$ cat config.mk
export PLATFORM = sky130hd
export DESIGN_NAME = window_builder_7x7
export DESIGN_NICKNAME = d
export VERILOG_FILES = /design/src/rtl/window_builder_7x7.sv
export SDC_FILE = /design/constraint.sdc
export NUM_CORES = 2
export LEC_CHECK = 0
export ABC_AREA = 1
export CORE_AREA = 2 2 617 619
export DETAILED_ROUTE_END_ITERATION = 8
export DIE_AREA = 0 0 619 621
export GPL_TIMING_DRIVEN = 1
export PLACE_DENSITY = 0.53
export RECOVER_POWER = 25
export SLEW_MARGIN = 20
export SYNTH_ARGS = -nofsm -noshare
export SYNTH_HDL_FRONTEND = slang
export SYNTH_SLANG_ARGS = --single-unit
$ cat constraint.sdc
create_clock -name clk -period 9.56 [get_ports clk]
set_clock_uncertainty 0.1 [all_clocks]
set_input_delay 0.956 -clock clk [delete_from_list [all_inputs] [get_ports clk]]
set_output_delay 0.956 -clock clk [all_outputs]
set_load 0.02 [all_outputs]
$ cat src/rtl/window_builder_7x7.sv
// Raster-order 7x7 sliding window builder with float32 output packing.
// Six line buffers feed the window's right column; each valid window is converted and registered one cycle after the accept edge.
module window_builder_7x7 #(
    parameter int IMG_WIDTH  = 28,
    parameter int IMG_HEIGHT = 28
) (
    input  logic         clk,
    input  logic         reset,
    input  logic         pix_valid,
    input  logic [7:0]   pixel_in,
    output logic         de_out,
    output logic [223:0] line_0_out,
    output logic [223:0] line_1_out,
    output logic [223:0] line_2_out,
    output logic [223:0] line_3_out,
    output logic [223:0] line_4_out,
    output logic [223:0] line_5_out,
    output logic [223:0] line_6_out,
    output logic         frame_done
);

    localparam int CW = $clog2(IMG_WIDTH);
    localparam int RW = $clog2(IMG_HEIGHT);
    localparam logic [CW-1:0] COL_LAST  = CW'(IMG_WIDTH - 1);
    localparam logic [RW-1:0] ROW_LAST  = RW'(IMG_HEIGHT - 1);
    localparam logic [CW-1:0] COL_FIRST = CW'(6);
    localparam logic [RW-1:0] ROW_FIRST = RW'(6);

    logic [CW-1:0]  col;
    logic [RW-1:0]  row;
    logic [7:0]     line_buf [6][IMG_WIDTH];
    logic [7:0]     win [7][7];
    logic           win_valid;
    logic           win_last;
    logic [6:0][223:0] row_f;

    // Exact 8-bit unsigned to float32: exponent from the leading one, remaining bits left-aligned.
    function automatic logic [31:0] to_f32(input logic [7:0] v);
        logic [2:0]  msb;
        logic [23:0] sh;
        msb = 3'd0;
        for (int i = 0; i < 8; i++) begin
            if (v[i]) msb = 3'(i);
        end
        sh = {16'd0, v} << (5'd23 - {2'd0, msb});
        return (v == 8'd0) ? 32'd0 : {1'b0, 8'd127 + {5'd0, msb}, sh[22:0]};
    endfunction

    // NOTE: line buffer storage has no reset; its contents are never consumed before being rewritten for the current frame.
    always_ff @(posedge clk) begin
        if (pix_valid) begin
            for (int k = 0; k < 5; k++) begin
                line_buf[k][col] <= line_buf[k+1][col];
            end
            line_buf[5][col] <= pixel_in;
        end
    end

    // NOTE: all sequential state uses non-blocking assignments so every read sees pre-edge values.
    always_ff @(posedge clk or negedge reset) begin
        if (!reset) begin
            col       <= '0;
            row       <= '0;
            win_valid <= 1'b0;
            win_last  <= 1'b0;
            for (int r = 0; r < 7; r++) begin
                for (int c = 0; c < 7; c++) begin
                    win[r][c] <= 8'd0;
                end
            end
        end else begin
            win_valid <= 1'b0;
            win_last  <= 1'b0;
            if (pix_valid) begin
                for (int r = 0; r < 7; r++) begin
                    for (int c = 0; c < 6; c++) begin
                        win[r][c] <= win[r][c+1];
                    end
                end
                for (int r = 0; r < 6; r++) begin
                    win[r][6] <= line_buf[r][col];
                end
                win[6][6] <= pixel_in;
                win_valid <= (row >= ROW_FIRST) && (col >= COL_FIRST);
                win_last  <= (row == ROW_LAST) && (col == COL_LAST);
                if (col == COL_LAST) begin
                    col <= '0;
                    row <= (row == ROW_LAST) ? '0 : row + 1'b1;
                end else begin
                    col <= col + 1'b1;
                end
            end
        end
    end

    // NOTE: every always_comb output gets a default first so no latch is inferred.
    always_comb begin
        row_f = '0;
        for (int k = 0; k < 7; k++) begin
            for (int j = 0; j < 7; j++) begin
                row_f[k][223-32*j -: 32] = to_f32(win[k][j]);
            end
        end
    end

    always_ff @(posedge clk or negedge reset) begin
        if (!reset) begin
            de_out     <= 1'b0;
            frame_done <= 1'b0;
            line_0_out <= '0;
            line_1_out <= '0;
            line_2_out <= '0;
            line_3_out <= '0;
            line_4_out <= '0;
            line_5_out <= '0;
            line_6_out <= '0;
        end else begin
            de_out     <= win_valid;
            frame_done <= win_last;
            if (win_valid) begin
                line_0_out <= row_f[0];
                line_1_out <= row_f[1];
                line_2_out <= row_f[2];
                line_3_out <= row_f[3];
                line_4_out <= row_f[4];
                line_5_out <= row_f[5];
                line_6_out <= row_f[6];
            end
        end
    end

endmodule

[After elaboration in Yosys (flattened, before gate mapping)]
Memory sizes are Yosys's and may differ from the RTL's.
Cells that the tools add are included.
Storage, ports and cells
  memory bits (read-only): 0
  output and inout bits: 1570
  logic and storage cells: 690
  bits of input ports: 11
  bits in latches: 0
  register bits: 1974
  memories kept: 1
  RAM bits: 1344
Memory list
  line_buf: depth 6, width 224, read ports 6, clocked after Yosys merged registers in 0, wr ports 6, line 31  | logic [7:0] line_buf [6][IMG_WIDTH];
Cells by class
  shift operators: 49
  multiplexer cells: 418
  bitwise gates (word level): 1
  $add $sub $neg: 100
  $mul: 0
  magnitude comparators: 4
  equality and inequality tests: 2
  reduce and logical (&&, ||, !) cells: 53
  divide/modulo/power cells: 0
Operators with widths (number)
  31-bit 2-to-1 mux: 49
  8-bit by 5-bit << shifter with 23-bit output: 49
  3-bit 2-to-1 mux: 294
  7-bit by 3-bit adder with 8-bit output, first input constant: 49
  8-bit logical NOT: 49
  5-bit by 3-bit subtractor with 5-bit output, first input constant: 49
  8-bit binary-select mux with 5-bit select: 6
  224-bit 2-to-1 mux: 1
  8-bit 2-to-1 mux: 13
  1-bit 2-to-1 mux: 52
  8-bit demux with 5-bit select: 1
  5-bit by 1-bit adder with 5-bit output, second input constant: 2
  5-bit equality test, second input constant: 2
  5-bit by 3-bit >= comparator with 1-bit output, second input constant: 2
  5-bit 2-to-1 mux: 2
  6-bit >= comparator, second input constant: 1
  6-bit by 1-bit less-than comparator with 1-bit output, second input constant: 1
  5-bit NOT with 6-bit output: 1
  1-bit logical AND: 3
  2-bit AND reduction: 1

[Logic depth before layout (Yosys ltp)]
  depth in word-level cells: 10
  depth in mapped cells: 15
  depth with buffers taken out: 11

[Worst setup path before layout]
OpenSTA, ideal clock, no wires.
  kind: input port to flip-flop
  from: in pix_valid
  to: mem line_buf[0][168] (netlist name), enable pin
  setup slack: 5.058 ns
  setup time: 0.454 ns
  stages on the path: 5
  required time: 9.006 ns
  arrival: 3.948 ns
  cells stage by stage: clkbuf_1 clkbuf_1 clkbuf_1 nand2_1 nor2_1
RTL lines
  start, declared: line 9  | input logic pix_valid,
  end, declared: line 31

==> flow_results.org <==
** Place
- Placer congestion estimate :: 0.8627
- Summed over all nets, the half-perimeter wirelength after detailed placement is 241.6 mm.
- Summing all placed instances gives a cell area of roughly 0.12 mm^2.
- Once placement completed, the tool counted placed cells totaling 17662.
- Port Buf Inserts :: 747

** Global routing
- For this run, the total global-route usage over all layers was measured as 18.50%.
- The initial antenna violation count was 12.
- Via count of the first global-routing pass :: 79310
- After global routing the overflow that remains totals 0.
- Maximum number of pins on one net before global-route repair :: 182
- The first global-routing pass estimated 539.2 mm of wire.

** Detailed routing
- Total length of routed wires :: 367.5 mm
- The first TritonRoute pass finished after 6 iterations.
- Routed Antenna Nets :: 0
- Number of remaining DRC errors :: 0
- Dividing the detail-routed via count by the number of cells gives 4.639.
- Starting DRC count in detailed routing :: roughly 7400
- Average routed wire per standard cell :: 20.22 um
- Vias post-DR :: 84328

** Floorplanning
- Top-Level Pins :: 1581
- Die Footprint :: 0.3844 mm^2
- Core area :: 0.3778 mm^2
- Floorplan die height :: 621 um
- Starting utilization of the core area :: between 20% and 30%
- Number of rows created at floorplan :: 226
- Die width :: 619 um

** Clocking
- In this run, CTS created clock tree buffers numbering 283.
- For the worst-skew pair, the clock arrives at the later sink with an insertion delay of around 0.94 ns.
- The longest clock path from root to sink contains 4 buffers.
- After clock tree synthesis, the clock-pin slew on the worst setup and hold paths is approximately 0.06 ns.
- TritonCTS clock tree :: yes
- Total number of clock tree sinks :: 2387
- Gates resized, CTS repair :: 0
- CTS placed an instance of sky130_fd_sc_hd__clkbuf_16 at the clock tree root.
- Number of levels the H-tree was split into :: 5

** Synthesis
- The synthesized netlist devotes 21.18% of its cell area to simple gates.
- After synthesis, the netlist uses 31 different library cells.
- Xor-xnor portion of the synthesized cell area :: 0.007826%
- During synthesis, Yosys emitted a total of 0 warnings.
- Top cell type's share of synthesized area :: 36.06%
- Share of the synthesized area in compound gates (AO/OA/AOI/OAI) :: 8.200%
- Averaged over all synthesized cells, the footprint is 9.083 um^2.
- Combinational family with the most area after synthesis :: simple AND/OR/NAND/NOR gates
- Number of cells produced by synthesis :: 12322
- The synthesized design contains 2387 register bits.
- Sorting the synthesized cells by area gives the leading types as sky130_fd_sc_hd__edfxtp_1, sky130_fd_sc_hd__dfrtp_1, sky130_fd_sc_hd__nand2_1, sky130_fd_sc_hd__buf_4, sky130_fd_sc_hd__o21ai_0.
- Post-Synth Adder-Cell Area :: 0.9167%
- Post-synthesis sequential area ratio :: approximately three fifths
- Summing every instance area after synthesis gives 0.1119 mm^2.
- Post-synth top area cell :: sky130_fd_sc_hd__edfxtp_1
- Multiplexer share of the synthesized area :: 0%

** STA
- Setup violations remaining at the end of the flow were counted as 0.
- The final critical path takes up 67.70% of the cycle.
- Slew Limit Headroom :: -179.7%
- The routed design could run at a clock period as short as 6.472 ns.
- The number of hold violations in the final report is 0.
- Setup total negative slack on the finished layout was measured at 0 ns.
- Setup repair after global routing missed its margin :: false
- Pins over their slew limit :: 1522
- Worst hold-check slack :: a little under 0.3 ns
- Slew @ Worst Pin :: 4.196 ns
- Max Freq :: 154.5 MHz

** Setup path
- For this run, the slowest stage of the critical path takes 2.77 ns.
- Walking the worst path, the cells encountered are inv_8, clkbuf_1, buf_4, nor2_1, nand2_1, nand2_1.
- For the worst flop-to-flop path, the logic depth is 6.
- Crit path required time :: between 10 and 15 ns
- Tracing the worst setup path back leads to its startpoint at win_valid.
- At the worst endpoint, the arrival time is between 7 and 8 ns.
- Highest net fanout along the worst path :: 85
- Max stage delay cell, worst path :: sky130_fd_sc_hd__clkbuf_1
- The endpoint identified for the worst register-to-register timing path is line_5_out[178].
- RR Startpoint :: win_valid
- Nature of the critical path startpoint :: register
- Type of the worst setup path :: reg -> reg
- Reg2Reg Setup Slack :: 3.09 ns
- Capture point of the worst path :: line_5_out[178]
- In this run the number of cells on the critical path is 6.
- Most repeated library cell on the critical path :: sky130_fd_sc_hd__nand2_1
- Crit path buf inv count :: 3
- The kind of cell with the highest combined delay along the critical path is buffers and inverters.
- Setup crit end kind :: register

** Finish
- Leaving out fill and tap cells, the most frequent cell in the layout is sky130_fd_sc_hd__nand2_1.
- The finished cells cover approximately 0.13 mm^2.
- Share of layout cells above drive strength 1 :: 4.478%
- Once layout is complete, the cells apart from fillers number 18179.
- Nets :: ~13000
- Layout Area Growth over Synthesis :: 16.75%
- Utilization of the core after routing :: 34.59%
- Leaving out fill and tap cells, the most frequent cells in the layout are sky130_fd_sc_hd__nand2_1, sky130_fd_sc_hd__nor2_1, sky130_fd_sc_hd__o21ai_0, sky130_fd_sc_hd__edfxtp_1, sky130_fd_sc_hd__dfrtp_1.

** Pwr
- Across the VDD grid, the largest voltage drop is ~0.00019 V.
- Static power due to leakage :: 0.05582 uW
- Dividing total power by cell area gives a power density of 359.1 mW/mm^2.

** Job
- Across the run, the number of max-cap violations was 30.

** Min path
- The startpoint identified for the worst hold timing path is win_last.
- Tightest Hold Check Type :: reg -> reg

** Run status
- The checks that failed: capacitance limit, slew limit.
- Outcome :: finished, violations left
-- how the worst min path moves through the flow --
stage,depth (start not counted),slack (ns),endpoint
after detailed placement,0,0.30,frame_done
final,0,0.30,frame_done
after global placement,0,0.29,frame_done
after global routing,0,0.30,frame_done
after floorplan,0,0.23,frame_done
after CTS,0,0.31,frame_done
-- cells in the mapped netlist --
| cell | count |
|---|---|
| sky130_fd_sc_hd__o21ai_0 | 1400 |
| sky130_fd_sc_hd__nand3_1 | 933 |
| sky130_fd_sc_hd__edfxtp_1 | 1344 |
| sky130_fd_sc_hd__a21o_1 | 3 |
| sky130_fd_sc_hd__buf_2 | 124 |
| sky130_fd_sc_hd__xnor2_1 | 1 |
| sky130_fd_sc_hd__dfrtp_1 | 1043 |
| sky130_fd_sc_hd__o31ai_1 | 3 |
| sky130_fd_sc_hd__inv_2 | 15 |
| sky130_fd_sc_hd__nor2_1 | 1537 |
| sky130_fd_sc_hd__inv_4 | 1 |
| sky130_fd_sc_hd__buf_4 | 936 |
| sky130_fd_sc_hd__nor3_1 | 25 |
| sky130_fd_sc_hd__nand4_1 | 1 |
| sky130_fd_sc_hd__a31oi_1 | 1 |
| sky130_fd_sc_hd__nor2_2 | 1 |
| sky130_fd_sc_hd__a22o_1 | 8 |
| sky130_fd_sc_hd__nand2_1 | 3483 |
| sky130_fd_sc_hd__a2111oi_0 | 1 |
| sky130_fd_sc_hd__o21ai_1 | 52 |
| sky130_fd_sc_hd__inv_1 | 678 |
| sky130_fd_sc_hd__clkbuf_1 | 283 |
| sky130_fd_sc_hd__ha_1 | 82 |
| sky130_fd_sc_hd__buf_6 | 6 |
| sky130_fd_sc_hd__o211ai_1 | 74 |
| sky130_fd_sc_hd__o22ai_1 | 23 |
| sky130_fd_sc_hd__conb_1 | 1 |
| sky130_fd_sc_hd__a21oi_1 | 216 |
| sky130_fd_sc_hd__nor3_2 | 5 |
| sky130_fd_sc_hd__buf_1 | 36 |
| sky130_fd_sc_hd__clkinv_1 | 6 |
-- layer usage --
metal | vias up | part of all wire [%] | GRT usage, %
li1 | 40175 | - | -
met1 | 41123 | 43 | 24.68
met2 | 2628 | 49 | 31.80
met3 | 400 | 5.4 | 2.346
met4 | 2 | 2.3 | 4.272
met5 | - | 0.0027 | 0
-- cell families after synthesis --
group,Yosys count
simple gates,5985
flops,2387
buf+inv,2085
compound gates,1781
fa+ha+maj,82
xor+xnor,1
other cells,1
-- registers in the layout, indices dropped and copies added (netlist names) --
register / count
win_last: 1
de_out: 1
line_6_out: 91
line_0_out: 91
line_2_out: 91
frame_done: 1
col: 5
line_5_out: 91
win_valid: 1
line_1_out: 91
line_buf: 1344
row: 5
line_3_out: 91
line_4_out: 91
win: 392
-- report_power, final --
part | switching, uW | internal, uW | total (uW)
sequential | 1580 | 14900 | 16400
combinational | 13800 | 5650 | 19500
clock | 4600 | 6400 | 11000
total | 20000 | 26900 | 46900
-- timing repair --
action                    CTS  global route
setup buffers               0             0
hold buffers                1             0
hold endpoints to repair   76             0
-- stage by stage --
step                worst slack, ns  power, uW
floorplan                     5.058      27830
global placement              4.949      36200
detailed placement            4.931      36260
CTS                           4.900      47430
global route                  2.469      49960
finish                        3.088      46920
-- layout make-up --
type                    instances  area (um^2)
fillers                     38738       247100
inverters                     700         2666
clock buffers                 365         7737
repair buffers                881         8542
flip-flops and latches       2387        66470
diodes                          9        22.52
well taps                    5016         6276
multi-input cells            8682        37340
clock inverters               139         1613
(Power assumes the default switching activity.)
